===== src/rtl/vdu_mem_arbiter_pkg.sv =====
// vdu_mem_arbiter_pkg: shared constants, read-source enum and address helper for the display RAM arbiter
package vdu_mem_arbiter_pkg;
    localparam int          ADDR_W_DEF    = 9;
    localparam logic [15:0] BASE_ADDR_DEF = 16'h0200;
    typedef enum logic [1:0] {SRC_NONE, SRC_VDU, SRC_CPU_MEM, SRC_CPU_FWD} rd_src_e;
    // Full 16-bit offset; callers keep the low ADDR_W bits and may check the rest for window escapes
    function automatic logic [15:0] to_mem_addr(input logic [15:0] addr, input logic [15:0] base);
        return addr - base;
    endfunction
endpackage


===== src/rtl/vdu_mem_arbiter_if.sv =====
// vdu_mem_arbiter_if: CPU ready/valid bus to the display RAM arbiter
// Ports: req/we/addr/wdata from CPU, ready/rvalid/rdata back to CPU
interface vdu_mem_arbiter_if;
    logic        req;
    logic        we;
    logic [15:0] addr;
    logic [7:0]  wdata;
    logic        ready;
    logic        rvalid;
    logic [7:0]  rdata;
    modport master (output req, we, addr, wdata, input ready, rvalid, rdata);
    modport slave  (input req, we, addr, wdata, output ready, rvalid, rdata);
endinterface


===== src/rtl/vdu_mem_arbiter_wr_buf.sv =====
// vdu_mem_arbiter_wr_buf: one-entry posted write buffer with load, coalesce, drain and hit detect
// Ports: load/ld_addr/ld_data write the entry, drain empties it, hit compares cmp_addr to the entry
module vdu_mem_arbiter_wr_buf
    import vdu_mem_arbiter_pkg::*;
#(
    parameter int ADDR_W = ADDR_W_DEF
) (
    input  logic              clk_pix,
    input  logic              rst_pix,
    input  logic              load,
    input  logic              drain,
    input  logic [ADDR_W-1:0] ld_addr,
    input  logic [7:0]        ld_data,
    input  logic [ADDR_W-1:0] cmp_addr,
    output logic              valid,
    output logic [ADDR_W-1:0] addr,
    output logic [7:0]        data,
    output logic              hit
);
    logic              valid_d, valid_q;
    logic [ADDR_W-1:0] addr_d, addr_q;
    logic [7:0]        data_d, data_q;
    // A load in the drain cycle refills the entry, so load wins over drain
    always_comb begin
        valid_d = load || (valid_q && !drain);
        addr_d  = load ? ld_addr : addr_q;
        data_d  = load ? ld_data : data_q;
        hit     = valid_q && addr_q == cmp_addr;
        valid   = valid_q;
        addr    = addr_q;
        data    = data_q;
    end
    always_ff @(posedge clk_pix or posedge rst_pix) begin
        if (rst_pix) begin
            valid_q <= 1'b0;
            addr_q  <= '0;
            data_q  <= 8'h00;
        end else begin
            valid_q <= valid_d;
            addr_q  <= addr_d;
            data_q  <= data_d;
        end
    end
endmodule


===== src/rtl/vdu_mem_arbiter.sv =====
// vdu_mem_arbiter: shares the single-port display RAM between VDU scan-out and the CPU bus
// Ports: clk_pix/rst_pix; vdu_read_en/vdu_read_addr -> vdu_data (1-cycle latency);
//        cpu (slave modport, ready/valid); mem_en/mem_we/mem_addr/mem_wdata -> RAM, mem_rdata <- RAM
module vdu_mem_arbiter
    import vdu_mem_arbiter_pkg::*;
#(
    parameter logic [15:0] BASE_ADDR = BASE_ADDR_DEF,
    parameter int          ADDR_W    = ADDR_W_DEF
) (
    input  logic              clk_pix,
    input  logic              rst_pix,
    input  logic              vdu_read_en,
    input  logic [15:0]       vdu_read_addr,
    output logic [7:0]        vdu_data,
    vdu_mem_arbiter_if.slave  cpu,
    output logic              mem_en,
    output logic              mem_we,
    output logic [ADDR_W-1:0] mem_addr,
    output logic [7:0]        mem_wdata,
    input  logic [7:0]        mem_rdata
);
    logic [15:0]       vdu_off, cpu_off;
    logic [ADDR_W-1:0] vdu_ma, cpu_ma, wb_addr;
    logic [7:0]        wb_data;
    logic              wb_valid, wb_hit, wb_load;
    logic              vdu_gnt, wr_acc, rd_acc, rd_hit, rd_miss, drain;
    rd_src_e           rd_src_d, rd_src_q;
    logic              fwd_d, fwd_q;
    logic [7:0]        fwd_data_d, fwd_data_q;
    assign vdu_off = to_mem_addr(vdu_read_addr, BASE_ADDR);
    assign cpu_off = to_mem_addr(cpu.addr, BASE_ADDR);
    assign vdu_ma  = vdu_off[ADDR_W-1:0];
    assign cpu_ma  = cpu_off[ADDR_W-1:0];
    vdu_mem_arbiter_wr_buf #(.ADDR_W(ADDR_W)) u_wr_buf (
        .clk_pix  (clk_pix),
        .rst_pix  (rst_pix),
        .load     (wb_load),
        .drain    (drain),
        .ld_addr  (cpu_ma),
        .ld_data  (cpu.wdata),
        .cmp_addr (cpu_ma),
        .valid    (wb_valid),
        .addr     (wb_addr),
        .data     (wb_data),
        .hit      (wb_hit)
    );
    always_comb begin
        // Grants are masked while reset is held so the RAM port goes quiet immediately
        vdu_gnt   = vdu_read_en && !rst_pix;
        // Write path assumes a drain whenever the VDU is idle (a write never coexists with a read miss)
        cpu.ready = !rst_pix && (wb_hit || !vdu_read_en || (cpu.we && !wb_valid));
        wr_acc    = cpu.req && cpu.ready && cpu.we;
        rd_acc    = cpu.req && cpu.ready && !cpu.we;
        rd_hit    = rd_acc && wb_hit;
        rd_miss   = rd_acc && !wb_hit;
        drain     = wb_valid && !vdu_gnt && !rd_miss;
        // Coalescing write in a drain cycle goes straight to RAM instead of refilling the buffer
        wb_load   = wr_acc && !(wb_hit && drain);
        mem_en    = vdu_gnt || rd_miss || drain;
        mem_we    = drain;
        mem_addr  = vdu_gnt ? vdu_ma : rd_miss ? cpu_ma : drain ? wb_addr : '0;
        mem_wdata = drain ? ((wr_acc && wb_hit) ? cpu.wdata : wb_data) : 8'h00;
        rd_src_d  = vdu_gnt ? SRC_VDU : rd_miss ? SRC_CPU_MEM : rd_hit ? SRC_CPU_FWD : SRC_NONE;
        // A forwarded hit can coincide with a VDU grant, so it is tracked beside rd_src
        fwd_d      = rd_hit;
        fwd_data_d = rd_hit ? wb_data : fwd_data_q;
        cpu.rvalid = rd_src_q == SRC_CPU_MEM || fwd_q;
        cpu.rdata  = rd_src_q == SRC_CPU_MEM ? mem_rdata : fwd_data_q;
        vdu_data   = rd_src_q == SRC_VDU ? mem_rdata : 8'h00;
    end
    always_ff @(posedge clk_pix or posedge rst_pix) begin
        if (rst_pix) begin
            rd_src_q   <= SRC_NONE;
            fwd_q      <= 1'b0;
            fwd_data_q <= 8'h00;
        end else begin
            rd_src_q   <= rd_src_d;
            fwd_q      <= fwd_d;
            fwd_data_q <= fwd_data_d;
        end
    end
    a_cpu_window: assert property (@(posedge clk_pix) disable iff (rst_pix)
        cpu.req |-> (cpu_off >> ADDR_W) == 16'd0);
    a_vdu_window: assert property (@(posedge clk_pix) disable iff (rst_pix)
        vdu_read_en |-> (vdu_off >> ADDR_W) == 16'd0);
endmodule


===== src/flat_wrapper.sv =====
// flat-port wrapper written by rule: the top's interface ports become plain ports
module vdu_mem_arbiter_flat import vdu_mem_arbiter_pkg::*;
#(
    parameter logic [15:0] BASE_ADDR = BASE_ADDR_DEF,
    parameter int          ADDR_W    = ADDR_W_DEF
)
  (clk_pix, rst_pix, vdu_read_en, vdu_read_addr, vdu_data, mem_en, mem_we, mem_addr, mem_wdata, mem_rdata, cpu_req, cpu_we, cpu_addr, cpu_wdata, cpu_ready, cpu_rvalid, cpu_rdata);
  vdu_mem_arbiter_if cpu_i ();
  input  logic clk_pix;
  input  logic rst_pix;
  input  logic vdu_read_en;
  input  logic [15:0] vdu_read_addr;
  output logic [7:0] vdu_data;
  output logic mem_en;
  output logic mem_we;
  output logic [ADDR_W-1:0] mem_addr;
  output logic [7:0] mem_wdata;
  input  logic [7:0] mem_rdata;
  input wire logic [$bits(cpu_i.req)-1:0] cpu_req;
  input wire logic [$bits(cpu_i.we)-1:0] cpu_we;
  input wire logic [$bits(cpu_i.addr)-1:0] cpu_addr;
  input wire logic [$bits(cpu_i.wdata)-1:0] cpu_wdata;
  output wire logic [$bits(cpu_i.ready)-1:0] cpu_ready;
  output wire logic [$bits(cpu_i.rvalid)-1:0] cpu_rvalid;
  output wire logic [$bits(cpu_i.rdata)-1:0] cpu_rdata;
  assign cpu_i.req = cpu_req;
  assign cpu_i.we = cpu_we;
  assign cpu_i.addr = cpu_addr;
  assign cpu_i.wdata = cpu_wdata;
  assign cpu_ready = cpu_i.ready;
  assign cpu_rvalid = cpu_i.rvalid;
  assign cpu_rdata = cpu_i.rdata;
  vdu_mem_arbiter #(.BASE_ADDR(BASE_ADDR), .ADDR_W(ADDR_W)) u_core (.clk_pix(clk_pix), .rst_pix(rst_pix), .vdu_read_en(vdu_read_en), .vdu_read_addr(vdu_read_addr), .vdu_data(vdu_data), .cpu(cpu_i), .mem_en(mem_en), .mem_we(mem_we), .mem_addr(mem_addr), .mem_wdata(mem_wdata), .mem_rdata(mem_rdata));
endmodule

===== config.mk =====
export PLATFORM = sky130hd
export DESIGN_NAME = vdu_mem_arbiter_flat
export DESIGN_NICKNAME = d
export VERILOG_FILES = /design/src/rtl/vdu_mem_arbiter_pkg.sv /design/src/rtl/vdu_mem_arbiter_if.sv /design/src/rtl/vdu_mem_arbiter_wr_buf.sv /design/src/rtl/vdu_mem_arbiter.sv /design/src/flat_wrapper.sv
export SDC_FILE = /design/constraint.sdc
export NUM_CORES = 1
export LEC_CHECK = 0
export CORE_ASPECT_RATIO = 1.4
export CORE_MARGIN = 2
export CORE_UTILIZATION = 40
export DETAILED_ROUTE_END_ITERATION = 8
export PLACE_DENSITY_LB_ADDON = 0.25
export SLEW_MARGIN = 20
export SYNTH_ARGS = -nofsm -noshare
export SYNTH_HDL_FRONTEND = slang
export SYNTH_HIERARCHICAL = 1
export SYNTH_SLANG_ARGS = --single-unit

===== constraint.sdc =====
create_clock -name clk_pix -period 4.5 [get_ports clk_pix]
set_input_delay 1.35 -clock clk_pix [delete_from_list [all_inputs] [get_ports clk_pix]]
set_output_delay 1.35 -clock clk_pix [all_outputs]
set_load 0.05 [all_outputs]

==> results.toml <==
[synth]
synth_compound_area_frac = 0.0510
synth_ff_type = "dfrtp_1"
synth_area_leaders = "dfrtp_1, mux2_2, mux2_4"
yosysTopAreaCellShare = 0.374
synth_nets = 235
synth_top_family_by_area = "multiplexers"
yosysWarningCount = 6
async_flop_share = 1.00
yosys.area.top_type = "dfrtp_1"
synth_xor_area_frac = 0.0452
synth_cell_types = 36
synth_edf_count = 0
synth_fa_ha_area_frac = 0
synthCells = 182
syn_area_per_cell_um2 = 10.7
synth.area.mux_share = 0.250
syn_area_um2 = 1940
yosys.area_share.simple = 0.227
ys_ff_latch = 29
ys_seq_area_frac = 0.374

[power_and_ir_drop]
p_leak_nw = 1.44
clkPwrFrac = 0.164
pwr-share-comb = 0.544
powerDensity_nw_per_um2 = 387
sw_frac_of_total = 0.391
p_int_mw = 0.766
net-switching-power_mw = 0.492
p_total_mw = 1.26
vdd_drop_max_v = 0.000234
power_frac_seq = 0.292

[outcome]
status = "finished clean"

[floorplan]
die_w_um = 62.9
ios = 90
num_rows = 30
initial_core_util = 0.407
die_area_um2 = 5430
die-height_um = 86.4
coreArea_um2 = 4770

[timing]
worst_pin_slew_ns = 0.782
rsz0062_at_grt = "yes"
finalClockSkew_ns = 0.00424
finalHoldViolCount = 0
whs_ns = 0.482
slew_headroom = 0.478
fmax_mhz = 225
slew_viol_final = 0
setup_viol = 0
period_share = 0.987
layout_min_cycle_time_ns = 4.44
final.setup.tns_ns = 0

[finish]
regArea_um2 = 726
layout-drive-gt1-share = 0.383
syn2layout_area_growth_pct = 67.5
multi_input_area_um2 = 1240
fillCellCount = 389
diodes = 0
nNetsFinal = 326
post-route-util = 0.682

[worst_setup_path]
endpoint_kind = "output port"
cp.required_ns = 3.15
crit_buf_inv = 3
timing.rr.start = "u_core/u_wr_buf/addr[6]"
rrSetupSlack_ns = 1.89
cp_cell_sequence = "buf_8 > xnor2_2 > nand4_1 > nor3_4 > nand4b_1 > buf_6 > mux2i_4 > nor3b_2 > clkbuf_16"
crit_end = "mem_wdata[4]"
cpPeakStageDelay_ns = 0.33
cp-start-kind = "input pin"
critPathKind = "in2out"
crit_start = "cpu_addr[0]"
worst-path-max-fanout = 8
rr_worst_depth = 8
r2r_end = "u_core/u_wr_buf/addr[8]"
cp_top_family = "simple AND/OR/NAND/NOR gates"
crit_slowest_cell = "nor3_4"
worstSetupPathDepth = 9
critPathArrivalTime_ns = 3.09

[detailed_routing]
totalWireLength_um = 5140
drc = 0
drt_iter0_markers = 24
vias = 1720
vias_per_cell = 5.09
post_drt_wl_per_cell_um = 15.2
dr.pass1.iters = 4
final_antenna_net_count = 0

[clock_network]
cts_sinks = 29
cts_tree = "done"
cts_buffer_depth = 2
numCtsBuffers = 5
cts_root_buf = "clkbuf_8"
clk_pin_slew_ns = 0.06
htree_levels = 2
insertion_delay_ns = 0.28
cts_setup_buffers = 0

[global_routing]
antenna_found_initial = 0
grt_pass1_wl_um = 8670
grt-ovfl-total = 0
grt_max_degree = 23
grt_pass1_vias = 1827
track_usage = 0.204

[place]
post-dp-hpwl_um = 3940
gp_congestion = 0.779
port_buffers = 75

[min_path]
hold_class = "reg2reg"

[job]
cap_violations = 0
worst min path at each step:
stage                              start                   end  slack, ns  cells after the start
global route        u_core/fwd_data_q[3]  u_core/fwd_data_q[3]       0.50                      1
floorplan           u_core/fwd_data_q[0]  u_core/fwd_data_q[0]       0.45                      1
global placement    u_core/fwd_data_q[3]  u_core/fwd_data_q[3]       0.47                      1
CTS                 u_core/fwd_data_q[3]  u_core/fwd_data_q[3]       0.49                      1
finish              u_core/fwd_data_q[3]  u_core/fwd_data_q[3]       0.48                      1
detailed placement  u_core/fwd_data_q[3]  u_core/fwd_data_q[3]       0.47                      1
flip-flops by register name, summed over array words and instances, names as in the netlist:
| name | count |
|---|---|
| u_core/fwd_q | 1 |
| u_core/u_wr_buf/addr | 9 |
| u_core/u_wr_buf/data | 8 |
| u_core/u_wr_buf/valid | 1 |
| u_core/rd_src_q | 2 |
| u_core/fwd_data_q | 8 |
worst reg2reg max path, delay by kind of cell (launching register included):
kind	cells	cell delay (ns)
buf+inv	2	0.46
simple gates	2	0.54
mux	1	0.36
xor+xnor	2	0.25
compound gates	1	0.43
flops	1	0.46
kinds of logic (layout without fill, tap and decap cells):
| family | Yosys count | in the layout |
|---|---|---|
| flops | 29 | 29 |
| simple gates | 72 | 72 |
| mux | 41 | 41 |
| compound gates | 13 | 13 |
| xor+xnor | 10 | 10 |
| buf+inv | 17 | 109 |
timing repair:
action | CTS | global route
endpoints found under the setup margin | 19 | 18
cloned | 0 | 0
pin swaps | 13 | 11
hold buffers | 0 | 0
gates resized for setup | 35 | 17
power by group through the flow:
| stage | clock, mW | combinational, mW | sequential (mW) |
|---|---|---|---|
| floorplan | 0 | 0.388 | 0.352 |
| global placement | 0 | 0.660 | 0.360 |
| detailed placement | 0 | 0.668 | 0.362 |
| CTS | 0.212 | 0.671 | 0.360 |
| global route | 0.226 | 0.718 | 0.375 |
| finish | 0.206 | 0.684 | 0.367 |
synthesized netlist by cell type, types with 2 or more instances:
library cell and instances:
nand3_1 10, mux2_1 8, xnor2_1 9, buf_6 2, o211ai_1 9, dfrtp_1 29, and2_1 8, inv_1 4
mux2i_1 8, mux2_4 9, buf_2 2, mux2_2 16, nand4_1 11, nor2b_1 14, nor3b_1 8, nand2_1 10
buf_1 2, clkbuf_1 5
area by class of cell:
cell class	count	area share
sequential	29	0.223
inverter	4	0.00462
clock inverter	2	0.00308
tap	64	0.0246
clock buffer	6	0.0223
timing repair buffer	97	0.340
multi-input combinational	136	0.382
routing by layer:
metal	vias up	GRT usage	part of all wire	wire (um)
met2	67	0.381	0.54	2780
met1	808	0.219	0.38	1970
met5	-	0	0	0
met4	0	0.0808	0.013	67
li1	837	-	-	-
met3	8	0.0506	0.062	320
placed cells by master, fill, tap and decap left out, types with 2 or more instances in the layout:
cell	instances
a21oi_2	2
and2_1	8
buf_12	18
buf_2	3
buf_4	22
buf_6	3
buf_8	2
clkbuf_8	5
clkdlybuf4s50_1	46
clkinv_2	2
dfrtp_1	29
inv_1	4
mux2_1	8
mux2_2	16
mux2_4	9
mux2i_1	7
nand2_1	10
nand3_1	10
nand4_1	11
nor2b_1	14
nor3b_2	8
o211ai_1	9
xnor2_1	3
xnor2_2	5
metrics by stage:
| stage | area (um2) | setup slack, ns | cells |
|---|---|---|---|
| floorplan | 1990 | 0.00732 | 182 |
| global placement | 3100 | -0.236 | 330 |
| detailed placement | 3100 | -0.289 | 330 |
| CTS | 3170 | 0.00712 | 338 |
| global route | 3250 | -0.0239 | 338 |
| finish | 3250 | 0.0595 | 338 |
Power figures use the tool's default switching activity.
